File: src/rtl/prbs_pkg.sv
// Shared types and constants for the PRBS burst sequencer and its config shadow.
package prbs_pkg;

  // Sequencer states; the encoding is visible on the debug state output.
  typedef enum logic [2:0] {
    ST_IDLE   = 3'd0,
    ST_RESEED = 3'd1,
    ST_RUN    = 3'd2,
    ST_GAP    = 3'd3,
    ST_DONE   = 3'd4,
    ST_FAULT  = 3'd5
  } state_e;

  localparam int PN_SEL_W    = 4;
  localparam int BIT_RATE_W  = 32;
  localparam int EDGE_TIME_W = 8;

  localparam int DEFAULT_RESEED_CYCLES = 4;

  // PN select codes understood by the downstream generator.
  localparam logic [PN_SEL_W-1:0] PN_7  = 4'd0;
  localparam logic [PN_SEL_W-1:0] PN_9  = 4'd1;
  localparam logic [PN_SEL_W-1:0] PN_11 = 4'd2;
  localparam logic [PN_SEL_W-1:0] PN_15 = 4'd3;
  localparam logic [PN_SEL_W-1:0] PN_20 = 4'd4;
  localparam logic [PN_SEL_W-1:0] PN_23 = 4'd5;
  localparam logic [PN_SEL_W-1:0] PN_31 = 4'd6;

  // One complete generator configuration.
  typedef struct packed {
    logic [PN_SEL_W-1:0]    pn_select;
    logic [BIT_RATE_W-1:0]  bit_rate;
    logic [EDGE_TIME_W-1:0] edge_time;
  } cfg_t;

  // True while the generator is owned by a run (reseeding, bursting or gapping).
  function automatic logic is_busy(input state_e s);
    return (s == ST_RESEED) || (s == ST_RUN) || (s == ST_GAP);
  endfunction

endpackage

File: src/rtl/prbs_burst_sequencer_if.sv
// Control/status bundle between channel software logic and the burst sequencer.
//
// Signalling: there is no valid/ready handshake here. cfg_wr, start, stop and
// fault_clr are single-cycle strobes sampled on every dac_clk rising edge and
// always accepted (their effect depends on the current state); the level inputs
// (burst_len, gap_len, burst_total, reseed_each, protect, lfsr_clk_enable) are
// sampled every edge. All outputs, including the debug state, are registered.
interface prbs_burst_sequencer_if #(
  parameter int LEN_W   = 32,
  parameter int BURST_W = 16
);
  import prbs_pkg::*;

  logic                   cfg_wr;
  logic [PN_SEL_W-1:0]    cfg_pn_select;
  logic [BIT_RATE_W-1:0]  cfg_bit_rate;
  logic [EDGE_TIME_W-1:0] cfg_edge_time;
  logic [LEN_W-1:0]       burst_len;
  logic [LEN_W-1:0]       gap_len;
  logic [BURST_W-1:0]     burst_total;
  logic                   reseed_each;
  logic                   start;
  logic                   stop;
  logic                   fault_clr;
  logic                   CH_LOAD_PROTECT_STATE;
  logic                   lfsr_clk_enable;

  logic                   core_reset_n;
  logic [PN_SEL_W-1:0]    prbs_pn_select_out;
  logic [BIT_RATE_W-1:0]  prbs_bit_rate_out;
  logic [EDGE_TIME_W-1:0] prbs_edge_time_out;
  logic                   output_enable;
  logic                   busy;
  logic                   done;
  logic                   fault;
  logic                   cfg_pending;
  logic [BURST_W-1:0]     burst_idx;
  state_e                 state;

  modport master (
    output cfg_wr, cfg_pn_select, cfg_bit_rate, cfg_edge_time,
    output burst_len, gap_len, burst_total, reseed_each,
    output start, stop, fault_clr, CH_LOAD_PROTECT_STATE, lfsr_clk_enable,
    input  core_reset_n, prbs_pn_select_out, prbs_bit_rate_out, prbs_edge_time_out,
    input  output_enable, busy, done, fault, cfg_pending, burst_idx, state
  );

  modport slave (
    input  cfg_wr, cfg_pn_select, cfg_bit_rate, cfg_edge_time,
    input  burst_len, gap_len, burst_total, reseed_each,
    input  start, stop, fault_clr, CH_LOAD_PROTECT_STATE, lfsr_clk_enable,
    output core_reset_n, prbs_pn_select_out, prbs_bit_rate_out, prbs_edge_time_out,
    output output_enable, busy, done, fault, cfg_pending, burst_idx, state
  );

endinterface

File: src/rtl/prbs_cfg_shadow.sv
// Staging/active configuration pair. Software writes land in staging at any
// time; the active copy only changes on a commit strobe from the sequencer.
module prbs_cfg_shadow
  import prbs_pkg::*;
(
  input  logic clk,
  input  logic rst,
  input  logic cfg_wr,
  input  cfg_t cfg_in,
  input  logic commit,
  output cfg_t active,
  output logic pending
);

  cfg_t staging;

  // Staging capture, commit to active (write-through when a write coincides
  // with the commit), and pending flag tracking uncommitted writes.
  always_ff @(posedge clk or posedge rst) begin
    if (rst) begin
      staging <= '0;
      active  <= '0;
      pending <= 1'b0;
    end else begin
      if (cfg_wr) begin
        staging <= cfg_in;
      end
      if (commit) begin
        active <= cfg_wr ? cfg_in : staging;
      end
      if (commit) begin
        pending <= 1'b0;
      end else if (cfg_wr) begin
        pending <= 1'b1;
      end
    end
  end

endmodule

File: src/rtl/prbs_burst_sequencer.sv
// Burst sequencer in front of a channel's PRBS generator: reseeds the core,
// gates the DAC output into bursts and gaps, commits configuration only at
// burst boundaries, and latches a fault on channel load protection.
module prbs_burst_sequencer
  import prbs_pkg::*;
#(
  parameter int RESEED_CYCLES = DEFAULT_RESEED_CYCLES,
  parameter int LEN_W         = 32,
  parameter int BURST_W       = 16
) (
  input logic                   dac_clk,
  input logic                   reset,
  prbs_burst_sequencer_if.slave ctl
);

  localparam int RS_W = $clog2(RESEED_CYCLES);
  localparam logic [RS_W-1:0] RS_LAST = RS_W'(RESEED_CYCLES - 1);

  state_e             state_q;
  state_e             state_d;
  logic [RS_W-1:0]    rs_cnt_q;
  logic [LEN_W-1:0]   bit_cnt_q;
  logic [BURST_W-1:0] idx_q;

  logic commit;
  logic bit_clr;
  logic idx_clr;
  logic idx_inc;
  logic boundary;
  logic run_last;
  logic gap_last;
  logic last_burst;

  logic core_reset_n_q;
  logic output_enable_q;
  logic busy_q;
  logic done_q;
  logic fault_q;

  cfg_t cfg_in;
  cfg_t active;
  logic pending;

  assign cfg_in = '{pn_select: ctl.cfg_pn_select,
                    bit_rate:  ctl.cfg_bit_rate,
                    edge_time: ctl.cfg_edge_time};

  prbs_cfg_shadow u_shadow (
    .clk     (dac_clk),
    .rst     (reset),
    .cfg_wr  (ctl.cfg_wr),
    .cfg_in  (cfg_in),
    .commit  (commit),
    .active  (active),
    .pending (pending)
  );

  // A zero burst_len means continuous; gap_len is only compared in GAP, which
  // is never entered with gap_len == 0.
  assign run_last   = (ctl.burst_len != '0) && (bit_cnt_q == ctl.burst_len - LEN_W'(1));
  assign gap_last   = (bit_cnt_q == ctl.gap_len - LEN_W'(1));
  assign last_burst = (ctl.burst_total != '0) && ((idx_q + BURST_W'(1)) == ctl.burst_total);

  // State register.
  always_ff @(posedge dac_clk or posedge reset) begin
    if (reset) begin
      state_q <= ST_IDLE;
    end else begin
      state_q <= state_d;
    end
  end

  // Next state and counter/commit controls; protect > stop > start > counting.
  always_comb begin
    state_d  = state_q;
    commit   = 1'b0;
    bit_clr  = 1'b0;
    idx_clr  = 1'b0;
    idx_inc  = 1'b0;
    boundary = 1'b0;

    if (ctl.CH_LOAD_PROTECT_STATE) begin
      state_d = ST_FAULT;
    end else if (state_q == ST_FAULT) begin
      if (ctl.fault_clr) begin
        state_d = ST_IDLE;
      end
    end else if (ctl.stop) begin
      state_d = ST_IDLE;
    end else begin
      case (state_q)
        ST_IDLE, ST_DONE: begin
          if (ctl.start) begin
            state_d = ST_RESEED;
            commit  = 1'b1;
            idx_clr = 1'b1;
            bit_clr = 1'b1;
          end
        end
        ST_RESEED: begin
          if (rs_cnt_q == RS_LAST) begin
            state_d = ST_RUN;
            bit_clr = 1'b1;
          end
        end
        ST_RUN: begin
          if (ctl.lfsr_clk_enable && run_last) begin
            if (ctl.gap_len != '0) begin
              state_d = ST_GAP;
              bit_clr = 1'b1;
            end else begin
              boundary = 1'b1;
            end
          end
        end
        ST_GAP: begin
          if (ctl.lfsr_clk_enable && gap_last) begin
            boundary = 1'b1;
          end
        end
        default: begin
          state_d = ST_IDLE;
        end
      endcase
    end

    // End of a burst (and its gap): finish the run or start the next burst,
    // committing any staged config behind a fresh reseed.
    if (boundary) begin
      bit_clr = 1'b1;
      if (last_burst) begin
        state_d = ST_DONE;
      end else begin
        idx_inc = 1'b1;
        if (pending) begin
          commit  = 1'b1;
          state_d = ST_RESEED;
        end else if (ctl.reseed_each) begin
          state_d = ST_RESEED;
        end else begin
          state_d = ST_RUN;
        end
      end
    end
  end

  // Reseed hold counter, bit-tick counter and burst index.
  always_ff @(posedge dac_clk or posedge reset) begin
    if (reset) begin
      rs_cnt_q  <= '0;
      bit_cnt_q <= '0;
      idx_q     <= '0;
    end else begin
      rs_cnt_q <= ((state_q == ST_RESEED) && (state_d == ST_RESEED)) ? rs_cnt_q + RS_W'(1) : '0;

      if (bit_clr || !((state_q == ST_RUN) || (state_q == ST_GAP))) begin
        bit_cnt_q <= '0;
      end else if (ctl.lfsr_clk_enable) begin
        bit_cnt_q <= bit_cnt_q + LEN_W'(1);
      end

      if (idx_clr) begin
        idx_q <= '0;
      end else if (idx_inc) begin
        idx_q <= idx_q + BURST_W'(1);
      end
    end
  end

  // Status outputs registered from the next state so they line up with it.
  always_ff @(posedge dac_clk or posedge reset) begin
    if (reset) begin
      core_reset_n_q  <= 1'b0;
      output_enable_q <= 1'b0;
      busy_q          <= 1'b0;
      done_q          <= 1'b0;
      fault_q         <= 1'b0;
    end else begin
      core_reset_n_q  <= (state_d == ST_RUN) || (state_d == ST_GAP);
      output_enable_q <= (state_d == ST_RUN);
      busy_q          <= is_busy(state_d);
      done_q          <= (state_d == ST_DONE) && (state_q != ST_DONE);
      fault_q         <= (state_d == ST_FAULT);
    end
  end

  assign ctl.core_reset_n       = core_reset_n_q;
  assign ctl.output_enable      = output_enable_q;
  assign ctl.busy               = busy_q;
  assign ctl.done               = done_q;
  assign ctl.fault              = fault_q;
  assign ctl.cfg_pending        = pending;
  assign ctl.burst_idx          = idx_q;
  assign ctl.prbs_pn_select_out = active.pn_select;
  assign ctl.prbs_bit_rate_out  = active.bit_rate;
  assign ctl.prbs_edge_time_out = active.edge_time;
  assign ctl.state              = state_q;

endmodule

File: src/flat_wrapper.sv
// flat-port wrapper written by rule: the top's interface ports become plain ports
module prbs_burst_sequencer_flat import prbs_pkg::*;
#(
  parameter int RESEED_CYCLES = DEFAULT_RESEED_CYCLES,
  parameter int LEN_W         = 32,
  parameter int BURST_W       = 16
)
  (dac_clk, reset, ctl_cfg_wr, ctl_cfg_pn_select, ctl_cfg_bit_rate, ctl_cfg_edge_time, ctl_burst_len, ctl_gap_len, ctl_burst_total, ctl_reseed_each, ctl_start, ctl_stop, ctl_fault_clr, ctl_CH_LOAD_PROTECT_STATE, ctl_lfsr_clk_enable, ctl_core_reset_n, ctl_prbs_pn_select_out, ctl_prbs_bit_rate_out, ctl_prbs_edge_time_out, ctl_output_enable, ctl_busy, ctl_done, ctl_fault, ctl_cfg_pending, ctl_burst_idx, ctl_state);
  prbs_burst_sequencer_if #(.LEN_W(LEN_W), .BURST_W(BURST_W)) ctl_i ();
  input logic dac_clk;
  input logic reset;
  input wire logic [$bits(ctl_i.cfg_wr)-1:0] ctl_cfg_wr;
  input wire logic [$bits(ctl_i.cfg_pn_select)-1:0] ctl_cfg_pn_select;
  input wire logic [$bits(ctl_i.cfg_bit_rate)-1:0] ctl_cfg_bit_rate;
  input wire logic [$bits(ctl_i.cfg_edge_time)-1:0] ctl_cfg_edge_time;
  input wire logic [$bits(ctl_i.burst_len)-1:0] ctl_burst_len;
  input wire logic [$bits(ctl_i.gap_len)-1:0] ctl_gap_len;
  input wire logic [$bits(ctl_i.burst_total)-1:0] ctl_burst_total;
  input wire logic [$bits(ctl_i.reseed_each)-1:0] ctl_reseed_each;
  input wire logic [$bits(ctl_i.start)-1:0] ctl_start;
  input wire logic [$bits(ctl_i.stop)-1:0] ctl_stop;
  input wire logic [$bits(ctl_i.fault_clr)-1:0] ctl_fault_clr;
  input wire logic [$bits(ctl_i.CH_LOAD_PROTECT_STATE)-1:0] ctl_CH_LOAD_PROTECT_STATE;
  input wire logic [$bits(ctl_i.lfsr_clk_enable)-1:0] ctl_lfsr_clk_enable;
  output wire logic [$bits(ctl_i.core_reset_n)-1:0] ctl_core_reset_n;
  output wire logic [$bits(ctl_i.prbs_pn_select_out)-1:0] ctl_prbs_pn_select_out;
  output wire logic [$bits(ctl_i.prbs_bit_rate_out)-1:0] ctl_prbs_bit_rate_out;
  output wire logic [$bits(ctl_i.prbs_edge_time_out)-1:0] ctl_prbs_edge_time_out;
  output wire logic [$bits(ctl_i.output_enable)-1:0] ctl_output_enable;
  output wire logic [$bits(ctl_i.busy)-1:0] ctl_busy;
  output wire logic [$bits(ctl_i.done)-1:0] ctl_done;
  output wire logic [$bits(ctl_i.fault)-1:0] ctl_fault;
  output wire logic [$bits(ctl_i.cfg_pending)-1:0] ctl_cfg_pending;
  output wire logic [$bits(ctl_i.burst_idx)-1:0] ctl_burst_idx;
  output wire logic [$bits(ctl_i.state)-1:0] ctl_state;
  assign ctl_i.cfg_wr = ctl_cfg_wr;
  assign ctl_i.cfg_pn_select = ctl_cfg_pn_select;
  assign ctl_i.cfg_bit_rate = ctl_cfg_bit_rate;
  assign ctl_i.cfg_edge_time = ctl_cfg_edge_time;
  assign ctl_i.burst_len = ctl_burst_len;
  assign ctl_i.gap_len = ctl_gap_len;
  assign ctl_i.burst_total = ctl_burst_total;
  assign ctl_i.reseed_each = ctl_reseed_each;
  assign ctl_i.start = ctl_start;
  assign ctl_i.stop = ctl_stop;
  assign ctl_i.fault_clr = ctl_fault_clr;
  assign ctl_i.CH_LOAD_PROTECT_STATE = ctl_CH_LOAD_PROTECT_STATE;
  assign ctl_i.lfsr_clk_enable = ctl_lfsr_clk_enable;
  assign ctl_core_reset_n = ctl_i.core_reset_n;
  assign ctl_prbs_pn_select_out = ctl_i.prbs_pn_select_out;
  assign ctl_prbs_bit_rate_out = ctl_i.prbs_bit_rate_out;
  assign ctl_prbs_edge_time_out = ctl_i.prbs_edge_time_out;
  assign ctl_output_enable = ctl_i.output_enable;
  assign ctl_busy = ctl_i.busy;
  assign ctl_done = ctl_i.done;
  assign ctl_fault = ctl_i.fault;
  assign ctl_cfg_pending = ctl_i.cfg_pending;
  assign ctl_burst_idx = ctl_i.burst_idx;
  assign ctl_state = ctl_i.state;
  prbs_burst_sequencer #(.RESEED_CYCLES(RESEED_CYCLES), .LEN_W(LEN_W), .BURST_W(BURST_W)) u_core (.dac_clk(dac_clk), .reset(reset), .ctl(ctl_i));
endmodule
File: config.mk
export PLATFORM = sky130hd
export DESIGN_NAME = prbs_burst_sequencer_flat
export DESIGN_NICKNAME = d
export VERILOG_FILES = /design/src/rtl/prbs_pkg.sv /design/src/rtl/prbs_burst_sequencer_if.sv /design/src/rtl/prbs_cfg_shadow.sv /design/src/rtl/prbs_burst_sequencer.sv /design/src/flat_wrapper.sv
export SDC_FILE = /design/constraint.sdc
export NUM_CORES = 1
export LEC_CHECK = 0
export ABC_AREA = 1
export CORE_MARGIN = 5
export CORE_UTILIZATION = 47
export DETAILED_ROUTE_END_ITERATION = 8
export PLACE_DENSITY = 0.85
export SKIP_CTS_REPAIR_TIMING = 1
export SYNTH_ARGS = -nofsm -noshare
export SYNTH_HDL_FRONTEND = slang
export SYNTH_SLANG_ARGS = --single-unit
File: constraint.sdc
create_clock -name dac_clk -period 5.15 [get_ports dac_clk]
set_clock_uncertainty 0.1 [all_clocks]
set_input_delay 1.03 -clock dac_clk [delete_from_list [all_inputs] [get_ports dac_clk]]
set_output_delay 1.03 -clock dac_clk [all_outputs]
set_load 0.02 [all_outputs]
==> impl_summary.txt, run 1 <==
----------------------------------------------------
[Critical path]
  Required time at the worst-slack endpoint ... 5320 ps
  Delay-heaviest family, CP ... simple AND/OR/NAND/NOR gates
  Instance count on the critical path ... 19
  Top fanout value on the critical path ... 89
  Critical path's most frequent cell ... sky130_fd_sc_hd__nor2_1
  Reg2reg path depth ... 17
  Cell with the largest stage delay on the worst path ... sky130_fd_sc_hd__clkdlybuf4s50_1
  Buffers plus inverters on the worst setup path ... 4
  Ordered cell list for the critical path ... clkdlybuf4s50_1, inv_1, ha_1, nand3_1, nor2_1, inv_1, nor2_1, nand2_1, xor2_1, nand2_1, nor2_1, nand2_1, nor2_1, nand3_1, nand2_2, nand3_4, o21ai_4, buf_12, o21ai_0
  Setup Crit Path Kind ... in -> reg
  Critical Path Source Type ... input port
  Element type at the critical path end ... register
  Longest individual stage delay on the worst path ... 420 ps
  Arrival time worst endpoint ... 4320 ps

[Place]
  Global placer's final weighted congestion ... 1.07
  Post-DP HPWL ... 21,300 µm
  Placed cell area ... 11,700 µm²
  Number of input and output port buffers inserted ... 201

[GRT]
  Global-route wire length before repair ... 44,200 µm
  Most heavily used metal layer in global routing ... met2
  Met1 usage in global routing ... 0.278
  Met3 Track Usage GR ... 0.0778
  Via count of the first global-routing pass ... 8,993
  Overall track demand over capacity in global routing ... 0.233
  Largest net degree at the start of global routing ... 91
  Antenna violations before repair ... 0
  Met2 Resource Use GR ... 0.395
  GRT Residual Overflow ... 0

[Min path]
  Number of cells on the worst hold path ... 1
  Path type of the worst min-delay path ... reg -> reg

[Clock tree]
  Clock-pin transition on the worst setup and hold timing paths ... 60 ps
  Worst-Skew Late Latency ... 410 ps
  Clock sinks ... 147
  Root buffer cell ... sky130_fd_sc_hd__clkbuf_16
  Maximum number of buffers from clock root to sink ... 2
  H-tree lvl count ... 4
  Clock buffers created by TritonCTS ... 17
  Clock tree from TritonCTS ... yes

[Route]
  Routed Wire Length ... 27,100 µm
  Post-detailed-route count of antenna-violating nets ... 0
  DR iter-0 viols ... 541
  Via count ... 8,944
  Drc violations ... 0
  Vias/cell ... 5.09
  First-pass DRT Iterations ... 6
  Post-DR wirelength/cell ... 15.4 µm

[Floorplanning]
  Initial core utilization ... 0.474
  Chip Width ... 152 µm
  Die Ht ... 152 µm
  Die Footprint ... 23,200 µm²
  Core region area ... 20,000 µm²
  Row Count ... 52
  Io pins ... 202

[Finish]
  Area of combinational cells with multiple inputs ... 5030 µm²
  NumNets Final ... 1,612
  Count of filler cells inserted in the layout ... 1,774
  Layout overhead on the synthesized area ... 29.9%
  Antenna fix cells ... 0
  Layout cells sized above 1 ... 0.0868
  Total non-filler cell area in the finished layout ... 12,300 µm²
  Most used cells in the layout excluding fill and tap cells ... sky130_fd_sc_hd__nand2_1, sky130_fd_sc_hd__clkdlybuf4s50_1, sky130_fd_sc_hd__nor2_1, sky130_fd_sc_hd__inv_1, sky130_fd_sc_hd__dfrtp_1
  Register cell area after layout ... 3680 µm²
  Commonest non-fill, non-tap cell in the layout ... sky130_fd_sc_hd__nand2_1

[Yosys]
  Post-synthesis cell type with the largest combined area ... sky130_fd_sc_hd__dfrtp_1
  FF+latch count, synth ... 147
  Synthesized area ... 9500 µm²
  Async set or reset register ratio after synthesis ... 1.00
  Yosys warning count ... 0
  Net count after synthesis ... 1,418
  Post-synth top flop ... sky130_fd_sc_hd__dfrtp_1
  Post-synth top area share ... 0.387
  Number of distinct library cell variants in the gate-level netlist after synthesis ... 46
  Post-synthesis instance total ... 1,279
  Share of synthesized area occupied by flip-flops and latches ... 0.387
  Dominant cells by area after synthesis ... sky130_fd_sc_hd__dfrtp_1, sky130_fd_sc_hd__nand2_1, sky130_fd_sc_hd__nor2_1
  Mapped Avg Cell Area ... 7.43 µm²
  Count of flip-flops with a built-in enable after synthesis ... 0

[Power and ir drop]
  Switch share ... 0.314
  Worst vdd ir ... 325 µV
  Flop pwr share ... 0.386
  Comb power frac ... 0.295
  Total power per unit cell area ... 313 nW/µm²
  Pleak ... 0.00551 µW
  Total net switching power ... 1210 µW
  Internal power consumption ... 2650 µW
  Share of total power in the clock network ... 0.319

[Outcome]
  Result of the run ... finished clean

[STA]
  Measured slew at the worst slew-check pin ... 1080 ps
  Setup violations, final ... 0
  Worst max-slew margin expressed relative to the limit ... 0.283
  Final Max Slew Viols ... 0
  RSZ-0062 raised after global routing ... false
  Post-layout min period ... 4150 ps
  Sum Neg Setup Slack ... 0 ps
  Endpoints failing hold ... 0
  Post-route fraction of the period consumed by the critical path ... 0.807
  Maximum operating frequency ... 241 MHz

[Job]
  Total of max-cap violations ... 0

----------------------------------------------------
-- path summary, 6_finish.rpt --
check | start | to | slack [ps]
setup / recovery | ctl_gap_len[0] | u_core.u_shadow.active[19] | 1000
hold / removal | u_core.rs_cnt_q[0] | u_core.rs_cnt_q[0] | 330
setup reg to reg | u_core.ctl.state[2] | u_core.u_shadow.active[19] | 1830
hold reg to reg | u_core.rs_cnt_q[0] | u_core.rs_cnt_q[0] | 330
max in group asynchronous | reset | u_core.bit_cnt_q[24] | 2970
min in group asynchronous | reset | u_core.ctl.output_enable | 1030
-- Yosys cell counts, types with 3 or more instances --
| cell type | count |
|---|---|
| sky130_fd_sc_hd__inv_1 | 162 |
| sky130_fd_sc_hd__buf_2 | 15 |
| sky130_fd_sc_hd__o21ai_2 | 10 |
| sky130_fd_sc_hd__inv_2 | 3 |
| sky130_fd_sc_hd__o22ai_1 | 7 |
| sky130_fd_sc_hd__xnor2_1 | 33 |
| sky130_fd_sc_hd__ha_1 | 6 |
| sky130_fd_sc_hd__o21ai_1 | 6 |
| sky130_fd_sc_hd__o21bai_1 | 5 |
| sky130_fd_sc_hd__a21oi_1 | 8 |
| sky130_fd_sc_hd__nor2_2 | 9 |
| sky130_fd_sc_hd__nor2_1 | 193 |
| sky130_fd_sc_hd__clkbuf_1 | 12 |
| sky130_fd_sc_hd__xor2_1 | 69 |
| sky130_fd_sc_hd__nand3b_1 | 10 |
| sky130_fd_sc_hd__nand2_2 | 8 |
| sky130_fd_sc_hd__dfrtp_1 | 147 |
| sky130_fd_sc_hd__clkinv_1 | 3 |
| sky130_fd_sc_hd__nand3_1 | 64 |
| sky130_fd_sc_hd__nor4_1 | 5 |
| sky130_fd_sc_hd__nand2_1 | 329 |
| sky130_fd_sc_hd__mux2_2 | 44 |
| sky130_fd_sc_hd__nor3_1 | 19 |
| sky130_fd_sc_hd__o21ai_0 | 52 |
| sky130_fd_sc_hd__nor2_4 | 6 |
| sky130_fd_sc_hd__clkbuf_2 | 3 |
| sky130_fd_sc_hd__nand4_1 | 27 |
-- through the flow --
stage | std cells | total power [µW] | util | setup slack, ps | hold WS, ps
finish | 1756 | 3860 | 0.616 | 996 | 335
global route | 1756 | 4070 | 0.616 | 660 | 373
CTS | 1756 | 3900 | 0.616 | 996 | 337
detailed placement | 1724 | 2640 | 0.586 | 563 | 329
global placement | 1724 | 2620 | 0.586 | 631 | 319
floorplan | 1279 | 2050 | - | 68.7 | 309
-- sequential cells by signal, summed over array words and instances (netlist names) --
name,count
u_core.ctl.output_enable,1
u_core.ctl.done,1
u_core.ctl.burst_idx,16
u_core.u_shadow.pending,1
u_core.rs_cnt_q,2
u_core.ctl.core_reset_n,1
u_core.u_shadow.staging,44
u_core.u_shadow.active,44
u_core.bit_cnt_q,32
u_core.ctl.fault,1
u_core.ctl.busy,1
u_core.ctl.state,3
-- per-layer routing --
layer | vias up | wire [µm]
met4 | 0 | 769
li1 | 4408 | -
met5 | - | 0
met2 | 319 | 13000
met3 | 44 | 2380
met1 | 4173 | 11000
-- power groups by stage --
stage / clock [µW] / sequential [µW] / combinational [µW]
finish: 1230 / 1490 / 1140
global route: 1310 / 1520 / 1240
CTS: 1260 / 1490 / 1150
detailed placement: 0 / 1500 / 1140
global placement: 0 / 1500 / 1120
floorplan: 0 / 1670 / 383
-- final cells by class --
| class | instances | share of cell area |
|---|---|---|
| inverter | 168 | 0.0515 |
| multi-input combinational | 932 | 0.407 |
| clock inverter | 11 | 0.0101 |
| tap | 270 | 0.0274 |
| clock buffer | 21 | 0.0381 |
| sequential | 147 | 0.298 |
| timing repair buffer | 207 | 0.167 |
-- kinds of logic after synthesis --
logic type | Yosys count | synth area share
AND/OR/NAND/NOR | 683 | 0.311
buffers and inverters | 200 | 0.0834
flip-flops | 147 | 0.387
XOR/XNOR | 104 | 0.0988
AO/OA/AOI/OAI | 95 | 0.0591
multiplexers | 44 | 0.0522
adder cells (fa/ha/maj) | 6 | 0.00790
-- worst register-to-register path, cell delays in order (launching register included) --
cell	delay, ps
sky130_fd_sc_hd__dfrtp_1	430
sky130_fd_sc_hd__nor2_1	240
sky130_fd_sc_hd__nand2_1	220
sky130_fd_sc_hd__nor2_1	150
sky130_fd_sc_hd__nand2_1	60
sky130_fd_sc_hd__nor2_1	110
sky130_fd_sc_hd__nand2_1	70
sky130_fd_sc_hd__nor2_1	80
sky130_fd_sc_hd__nand3_1	70
sky130_fd_sc_hd__nor2_1	210
sky130_fd_sc_hd__nand2_1	80
sky130_fd_sc_hd__nor2_1	140
sky130_fd_sc_hd__nand3_1	100
sky130_fd_sc_hd__nand2_2	130
sky130_fd_sc_hd__nand3_4	190
sky130_fd_sc_hd__o21ai_4	230
sky130_fd_sc_hd__buf_12	320
sky130_fd_sc_hd__o21ai_0	220
Note: power is estimated with default switching activity, not from simulation.
==> inputs of run 2 (changes only) <==
Clock period 5.15 ns to 3.4 ns, I/O delays scaled along.
==> impl_summary.txt, run 2 (synthesis gave the netlist of run 1 again) <==
----------------------------------------------------
[Floorplanning]
  Row Count ... 52 (unchanged)
  Die Footprint ... 23,200 µm² (unchanged)
  Io pins ... 202 (unchanged)
  Initial core utilization ... 0.474 (unchanged)
  Core region area ... 20,000 µm² (unchanged)
  Die Ht ... 152 µm (unchanged)
  Chip Width ... 152 µm (unchanged)

[Power and ir drop]
  Pleak ... 0.00671 µW (+22%)
  Worst vdd ir ... 573 µV (+76%)
  Total power per unit cell area ... 431 nW/µm² (+38%)

[Place]
  Global placer's final weighted congestion ... 0.943 (-12%)
  Post-DP HPWL ... 23,000 µm (+7.6%)
  Cell total after placement ... 1,864 (+8.1%)
  Post-Place Worst Slack ... -544 ps (-1110 ps)
  Number of input and output port buffers inserted ... 201 (unchanged)

[Route]
  Routed Wire Length ... 31,800 µm (+17%)
  Post-detailed-route count of antenna-violating nets ... 0 (unchanged)
  Drc violations ... 0 (unchanged)
  First-pass DRT Iterations ... 5 (-1)
  DR iter-0 viols ... 558 (+3.1%)
  Via count ... 9,896 (+11%)
  Post-DR wirelength/cell ... 16.6 µm (+7.8%)
  Vias/cell ... 5.18 (+1.6%)

[STA]
  Endpoints failing hold ... 0 (unchanged)
  Final Hold Slack ... 373 ps (+38.4 ps)
  Sum Neg Setup Slack ... 0 ps (unchanged)
  Measured slew at the worst slew-check pin ... 657 ps (-419 ps)
  Setup violations, final ... 0 (unchanged)
  Post-layout min period ... 3340 ps
  Final Max Slew Viols ... 0 (unchanged)
  Worst max-slew margin expressed relative to the limit ... 0.562 (+0.279)
  Crit path setup slack, layout ... 63.9 ps (-932 ps)
  Maximum operating frequency ... 300 MHz
  Post-route fraction of the period consumed by the critical path ... 0.981

[Finish]
  Finished Core Util ... 0.704 (+0.0878)
  Layout cells sized above 1 ... 0.219 (+0.132)
  Antenna fix cells ... 0 (unchanged)
  Registers with the most flip-flops ... u_core.u_shadow.active (44), u_core.u_shadow.staging (44), u_core.bit_cnt_q (32)
  NumNets Final ... 1,769 (+9.7%)
  Layout overhead on the synthesized area ... 48.4%
  Final Instance Count excl. Fillers ... 1,912 (+8.9%)
  Count of filler cells inserted in the layout ... 1,479 (-17%)
  Commonest non-fill, non-tap cell in the layout ... sky130_fd_sc_hd__nand2_1
  Most used cells in the layout excluding fill and tap cells ... sky130_fd_sc_hd__nand2_1, sky130_fd_sc_hd__clkdlybuf4s50_1, sky130_fd_sc_hd__inv_1, sky130_fd_sc_hd__dfrtp_1

[Clock tree]
  Clock sinks ... 147 (unchanged)
  H-tree lvl count ... 4 (unchanged)
  Maximum number of buffers from clock root to sink ... 2 (unchanged)
  Clock tree from TritonCTS ... yes
  Worst-Skew Late Latency ... 420 ps (about the same)
  Root buffer cell ... sky130_fd_sc_hd__clkbuf_16
  Clock-pin transition on the worst setup and hold timing paths ... 60 ps (about the same)
  Clock buffers created by TritonCTS ... 17 (unchanged)

[Outcome]
  Result of the run ... finished clean

[GRT]
  Largest net degree at the start of global routing ... 78 (-14%)
  GRT Residual Overflow ... 0 (unchanged)
  Global-route wire length before repair ... 48,300 µm (+9.4%)
  Overall track demand over capacity in global routing ... 0.253 (+0.0203)
  Via count of the first global-routing pass ... 9,832 (+9.3%)
  Antenna violations before repair ... 0 (unchanged)

[Critical path]
  Top fanout value on the critical path ... 5 (-94%)
  Setup Crit Path Kind ... in -> reg
  Arrival time worst endpoint ... 3580 ps (-740 ps)
  Critical Path Source Type ... input port
  Required time at the worst-slack endpoint ... 3650 ps (-1670 ps)
  Element type at the critical path end ... register

[Job]
  Total of max-cap violations ... 0 (unchanged)

[Min path]
  Path type of the worst min-delay path ... reg -> reg

----------------------------------------------------
run 2: changes by cell type in the layout (fill, tap and decap cells not counted), moves of 5 or more:
| cell | previous run | this run |
|---|---|---|
| sky130_fd_sc_hd__buf_4 | 5 | 146 |
| sky130_fd_sc_hd__nor2_1 | 193 | 146 |
| sky130_fd_sc_hd__clkdlybuf4s50_1 | 200 | 161 |
| sky130_fd_sc_hd__dlymetal6s2s_1 | 0 | 39 |
| sky130_fd_sc_hd__nor2_2 | 9 | 40 |
| sky130_fd_sc_hd__nor2_4 | 6 | 22 |
| sky130_fd_sc_hd__nand2_1 | 329 | 314 |
| sky130_fd_sc_hd__nand2_2 | 8 | 21 |
| sky130_fd_sc_hd__buf_6 | 0 | 6 |
| sky130_fd_sc_hd__buf_12 | 1 | 6 |
run 2: path summary, 6_finish.rpt:
kind,cells past startpoint,slack (ps),startpoint,end
min in group asynchronous,2,540,reset,u_core.u_shadow.active[32]
max in group asynchronous,3,1920,reset,u_core.ctl.burst_idx[4]
worst min register to register,1,370,u_core.rs_cnt_q[0],u_core.rs_cnt_q[0]
worst max register to register,20,200,u_core.ctl.burst_idx[2],u_core.u_shadow.active[41]
worst max-delay path,22,60,ctl_burst_len[17],u_core.u_shadow.active[41]
worst min-delay path,1,370,u_core.rs_cnt_q[0],u_core.rs_cnt_q[0]
run 2: critical path: stages:
cell                              delay [ps]
sky130_fd_sc_hd__clkdlybuf4s50_1         440
sky130_fd_sc_hd__buf_4                   160
sky130_fd_sc_hd__nor2_4                  110
sky130_fd_sc_hd__nand2_2                 100
sky130_fd_sc_hd__nor2_2                  150
sky130_fd_sc_hd__inv_1                    90
sky130_fd_sc_hd__nor2_4                  130
sky130_fd_sc_hd__nand3b_1                 80
sky130_fd_sc_hd__nand2_1                  70
sky130_fd_sc_hd__nand2_1                  60
sky130_fd_sc_hd__nor2_1                  110
sky130_fd_sc_hd__nand2_1                  60
sky130_fd_sc_hd__nor2_1                  150
sky130_fd_sc_hd__nand4_1                 160
sky130_fd_sc_hd__nand2_4                 130
sky130_fd_sc_hd__nand3_4                 100
sky130_fd_sc_hd__o21ai_4                 270
sky130_fd_sc_hd__buf_12                  170
sky130_fd_sc_hd__buf_4                   110
sky130_fd_sc_hd__buf_4                   120
sky130_fd_sc_hd__nand2_1                  70
sky130_fd_sc_hd__o21ai_2                  60
run 2: routing by layer:
metal  part of all wire  vias up  global-route usage
met5                  0        -                   0
met4              0.031        0              0.0903
met3              0.074       60              0.0548
met2               0.50      421               0.442
met1               0.40     4702               0.309
li1                   -     4713                   -
run 2: metrics by stage:
| step | total power, µW | area (µm²) |
|---|---|---|
| final | 6080 | 14100 |
| after global routing | 6350 | 14100 |
| after CTS | 6040 | 13400 |
| after detailed placement | 4100 | 12900 |
| after global placement | 4060 | 12900 |
| after floorplan | 3110 | 9500 |
run 2: area by class of cell:
cell class	instances	area, µm²	share of cell area
inverters	168	634	0.0450
repair buffers	364	3520	0.249
clock buffers	18	429	0.0304
flip-flops and latches	147	3680	0.261
multi-input cells	932	5350	0.379
well taps	270	338	0.0240
clock inverters	13	159	0.0113
run 2: report_power, final:
group	leakage, µW	total, µW	switching [µW]	internal, µW
combinational	0.00460	1880	972	909
clock	0.000282	1900	748	1150
sequential	0.00182	2300	254	2040
total	0.00671	6080	1970	4100
